File: src/rtl/layer_mac_sequencer.sv
// rtl/layer_mac_sequencer.sv - per-layer input/neuron index sequencer; optional bias slot via LAYER_SEQ_BIAS_EN
module layer_mac_sequencer #(
  parameter int N_IN  = 2,
  parameter int N_OUT = 1,
  parameter int IW    = $clog2(N_IN + 1),
  parameter int NW    = (N_OUT > 1) ? $clog2(N_OUT) : 1
) (
  input  logic          clk,
  input  logic          rst,
  input  logic          start,
  input  logic          ack,
  input  logic          mac_rdy,
  output logic [IW-1:0] in_idx,
  output logic [NW-1:0] neu_idx,
  output logic          bias_sel,
  output logic          ack__mac,
  output logic          ack__layer,
  output logic          busy
);

`ifdef LAYER_SEQ_BIAS_EN
  typedef enum logic [1:0] {S_IDLE, S_ACC, S_BIAS, S_FIRE} state_t;
`else
  typedef enum logic [1:0] {S_IDLE, S_ACC, S_FIRE} state_t;
`endif

  localparam logic [IW-1:0] IN_LAST  = IW'(N_IN - 1);
  localparam logic [NW-1:0] NEU_LAST = NW'(N_OUT - 1);
`ifdef LAYER_SEQ_BIAS_EN
  localparam logic [IW-1:0] IN_BIAS  = IW'(N_IN);
`endif

  state_t          state_q;
  logic [IW-1:0]   in_idx_q;
  logic [NW-1:0]   neu_idx_q;
  logic            ack_mac_q;
  logic            ack_layer_q;
  logic            busy_q;
`ifdef LAYER_SEQ_BIAS_EN
  logic            bias_sel_q;
`endif

  // Sequencer FSM: walks inputs per neuron, then neurons per layer; all outputs registered on the falling edge
  always_ff @(negedge clk or negedge rst) begin
    if (!rst) begin
      state_q     <= S_IDLE;
      in_idx_q    <= '0;
      neu_idx_q   <= '0;
      ack_mac_q   <= 1'b0;
      ack_layer_q <= 1'b0;
      busy_q      <= 1'b0;
`ifdef LAYER_SEQ_BIAS_EN
      bias_sel_q  <= 1'b0;
`endif
    end else begin
      // layer-done is a single-cycle pulse
      ack_layer_q <= 1'b0;
      case (state_q)
        S_IDLE: begin
          if (start) begin
            state_q   <= S_ACC;
            in_idx_q  <= '0;
            neu_idx_q <= '0;
            busy_q    <= 1'b1;
          end
        end
        S_ACC: begin
          if (ack) begin
            if (in_idx_q == IN_LAST) begin
`ifdef LAYER_SEQ_BIAS_EN
              state_q    <= S_BIAS;
              in_idx_q   <= IN_BIAS;
              bias_sel_q <= 1'b1;
`else
              state_q    <= S_FIRE;
              ack_mac_q  <= 1'b1;
`endif
            end else begin
              in_idx_q <= in_idx_q + 1'b1;
            end
          end
        end
`ifdef LAYER_SEQ_BIAS_EN
        S_BIAS: begin
          if (ack) begin
            state_q    <= S_FIRE;
            bias_sel_q <= 1'b0;
            ack_mac_q  <= 1'b1;
          end
        end
`endif
        S_FIRE: begin
          // mac_rdy only matters once ack__mac is already visible, so the result is shown for at least one cycle
          if (mac_rdy) begin
            ack_mac_q <= 1'b0;
            in_idx_q  <= '0;
            if (neu_idx_q == NEU_LAST) begin
              state_q     <= S_IDLE;
              neu_idx_q   <= '0;
              ack_layer_q <= 1'b1;
              busy_q      <= 1'b0;
            end else begin
              state_q   <= S_ACC;
              neu_idx_q <= neu_idx_q + 1'b1;
            end
          end
        end
        default: begin
          state_q <= S_IDLE;
        end
      endcase
    end
  end

  assign in_idx     = in_idx_q;
  assign neu_idx    = neu_idx_q;
  assign ack__mac   = ack_mac_q;
  assign ack__layer = ack_layer_q;
  assign busy       = busy_q;
`ifdef LAYER_SEQ_BIAS_EN
  assign bias_sel   = bias_sel_q;
`else
  assign bias_sel   = 1'b0;
`endif

endmodule

File: config.mk
export PLATFORM = sky130hd
export DESIGN_NAME = layer_mac_sequencer
export DESIGN_NICKNAME = d
export VERILOG_FILES = /design/src/rtl/layer_mac_sequencer.sv
export SDC_FILE = /design/constraint.sdc
export NUM_CORES = 1
export LEC_CHECK = 0
export CORE_AREA = 8 8 45 47
export DETAILED_ROUTE_END_ITERATION = 8
export DIE_AREA = 0 0 53 55
export SLEW_MARGIN = 40
export SYNTH_ARGS = -nofsm -noshare
export SYNTH_HDL_FRONTEND = slang
export SYNTH_SLANG_ARGS = --single-unit
File: constraint.sdc
create_clock -name clk -period 1.7 [get_ports clk]
set_input_delay 0.255 -clock clk [delete_from_list [all_inputs] [get_ports clk]]
set_output_delay 0.255 -clock clk [all_outputs]
set_load 0.02 [all_outputs]
==> impl_metrics.env <==
export IMPL_fin_ws_ns=-0.228
export IMPL_status="finished with violations"
export IMPL_swShare_pct=35.7
export IMPL_drt_vias_per_instance=4.11
export IMPL_final_cell_mix="dfrtn_1, buf_4, buf_6"
export IMPL_crit_fanout=3
export IMPL_wire_per_inst_um=11.5
export IMPL_cts_htree_levels=1
export IMPL_vias=288
export IMPL_synth_seq_area_share_pct=46.7
export IMPL_die_area_sq_um=2920
export IMPL_antenna_found_initial=0
export IMPL_clock_path_buffers=2
export IMPL_critical_path_top_delay_family="flip-flops"
export IMPL_die_h_um=55
export IMPL_crit_cells=1
export IMPL_startpoint_type="flip-flop"
export IMPL_fin_tns_setup_ns=-1.02
export IMPL_fin_area_sq_um=541
export IMPL_cts_buffers=3
export IMPL_p_clk_share_pct=19.1
export IMPL_peakVddDrop_mv=0.643
export IMPL_violations="setup timing"
export IMPL_ys_ff_latch=7
export IMPL_drcViolationCount=0
export IMPL_grt_pass1_vias=327
export IMPL_pwr_share_comb_pct=46.1
export IMPL_seqPwrFrac_pct=34.8
export IMPL_min_path_cells=2
export IMPL_synth_area_top_cells="dfrtn_1, mux2i_1, nor3b_4, and3_2, buf_4"
export IMPL_cts_root_buf="clkbuf_4"
export IMPL_track_usage_pct=6.49
export IMPL_power_internal_w=0.000510
export IMPL_grt_ovfl_total=0
export IMPL_max_stage_delay_ns=0.43
export IMPL_setup_viol=5
export IMPL_antennaDiodeCount=0
export IMPL_hold_viol_final=0
export IMPL_wl_um=808
export IMPL_critPathSlowestCell="dfrtn_1"
export IMPL_cts_tree="yes"
export IMPL_dpl_cell_area_sq_um=493
export IMPL_r2r_cells=7
export IMPL_rows=14
export IMPL_p_leak_nw=0.275
export IMPL_grt_pass1_wl_um=1350
export IMPL_final_max_slew_violation_count=0
export IMPL_fin_worst_skew_ns=0.00141
export IMPL_cts_hold_buf=0
export IMPL_die_x_um=53
export IMPL_yosys_warnings=0
export IMPL_dr_pass1_iters=2
export IMPL_worstPathCellList="buf_6"
export IMPL_rsz0062_at_grt="true"
export IMPL_clk_latency_ns=0.26
export IMPL_maxCapViolCount=0
export IMPL_crit_arrival_ns=1.67
export IMPL_numPortBuffers=9
export IMPL_endpoint_kind="primary output"
export IMPL_crit_type="flip-flop to primary output"
export IMPL_start_util_pct=27.1
export IMPL_power_net_switching_w=0.000283
export IMPL_io_pins=12
export IMPL_synthDistinctLibCells=20
export IMPL_drive_above_1_share_pct=37.0
export IMPL_grt_max_degree=9
export IMPL_synthesis_area_sq_um=375
export IMPL_antenna_left=0
export IMPL_cp_num_buf_inv=1
export IMPL_num_nets_final=61
export IMPL_globalplace_congestion=0.731
export IMPL_yosysTopAreaCellShare_pct=46.7
export IMPL_synth_top_cell_by_area="dfrtn_1"
export IMPL_cts_clk_slew_worst_paths_ns=0.04
export IMPL_crit_required_ns=1.44
export IMPL_clock_sinks=7
export IMPL_coreArea_sq_um=1380
export IMPL_powerDensity_nw_per_um2=1470
export IMPL_syn_inst=36
export IMPL_hold_path_class="flip-flop to flip-flop"
export IMPL_reg2reg_slack_ns=0.10
export IMPL_synth_area_per_cell_sq_um=10.4
export IMPL_area_delta_synth_final_pct=44.0
export IMPL_drt_iter0_drc=4
export IMPL_place_hpwl_um=605
export IMPL_post_place_ws_ns=-0.575
==> cells in the mapped netlist <==
cell,instances
a21o_1,1
a21oi_1,1
a22o_1,1
a311oi_1,1
and3_2,2
and3b_2,1
buf_4,2
buf_6,1
conb_1,1
dfrtn_1,7
ha_1,1
inv_1,3
mux2i_1,2
nand2_1,3
nand3_1,1
nor2_1,2
nor3b_4,1
o21ai_0,2
o21ai_1,2
xnor2_1,1
==> worst min-delay path, cell delays in order, from the launching register on <==
cell and delay, ns:
dfrtn_1 0.43, o21ai_0 0.09, o21ai_0 0.07
==> metal layers <==
metal / routed length [um] / global-route usage, % / vias to the layer above
li1: - / - / 154
met1: 380 / 7.57 / 127
met2: 384 / 9.38 / 5
met3: 36 / 1.60 / 2
met5: 0 / 0 / -
met4: 6 / 6.47 / 0
==> registers in the layout, summed over array words and instances (netlist names) <==
signal,cells
in_idx,2
state_q,2
ack__layer,1
ack__mac,1
busy,1
==> logic make-up after synthesis <==
group,count (synthesis),synth area share (%)
AND/OR/NAND/NOR,10,18.0
AO/OA/AOI/OAI,8,13.3
flip-flops,7,46.7
buffers and inverters,6,10.0
multiplexers,2,5.33
adder cells (fa/ha/maj),1,3.33
other,1,0.999
XOR/XNOR,1,2.33
==> repair_timing <==
action | 4_1_cts | 5_1_grt
setup buffers | 2 | 1
endpoints found under the setup margin | 11 | 5
pin swaps | 1 | 0
resized for setup | 36 | 0
==> worst paths after layout <==
kind                                          end                   from
max reg2reg                 in_idx[1]$_DFFE_NN0P_  in_idx[1]$_DFFE_NN0P_
max                                          busy       busy$_DFFE_NN0P_
min reg2reg                      busy$_DFFE_NN0P_       busy$_DFFE_NN0P_
max in group asynchronous   in_idx[1]$_DFFE_NN0P_                    rst
min in group asynchronous  state_q[0]$_DFFE_NN0P_                    rst
min                              busy$_DFFE_NN0P_       busy$_DFFE_NN0P_
==> area by class of cell <==
cell class,count,area [sq um]
Timing Repair Buffer,16,141
Fill cell,139,843
Inverter,3,11.3
Sequential cell,7,175
Tap cell,16,20.0
Clock buffer,4,26.3
Multi-Input combinational cell,24,166
==> metrics by stage <==
| step | power (W) | cells | hold WS, ns | utilization (%) |
|---|---|---|---|---|
| 5_1_grt | 0.000857 | 70 | 0.586 | 39.1 |
| 3_5_place_dp | 0.000598 | 63 | 0.496 | 35.6 |
| 6_report | 0.000794 | 70 | 0.515 | 39.1 |
| 4_1_cts | 0.000797 | 69 | 0.525 | 38.5 |
| 2_1_floorplan | 0.000488 | 37 | 0.508 | - |
| 3_3_place_gp | 0.000597 | 63 | 0.497 | 35.6 |
==> power by group through the flow <==
stage                     logic [W]  clock network, W  registers [W]
after floorplan            0.000197                 0       0.000291
after global placement     0.000325                 0       0.000272
after detailed placement   0.000326                 0       0.000273
after CTS                  0.000360          0.000161       0.000275
after global routing       0.000405          0.000167       0.000285
final                      0.000366          0.000152       0.000276
Note: power is estimated with default switching activity, not from simulation.
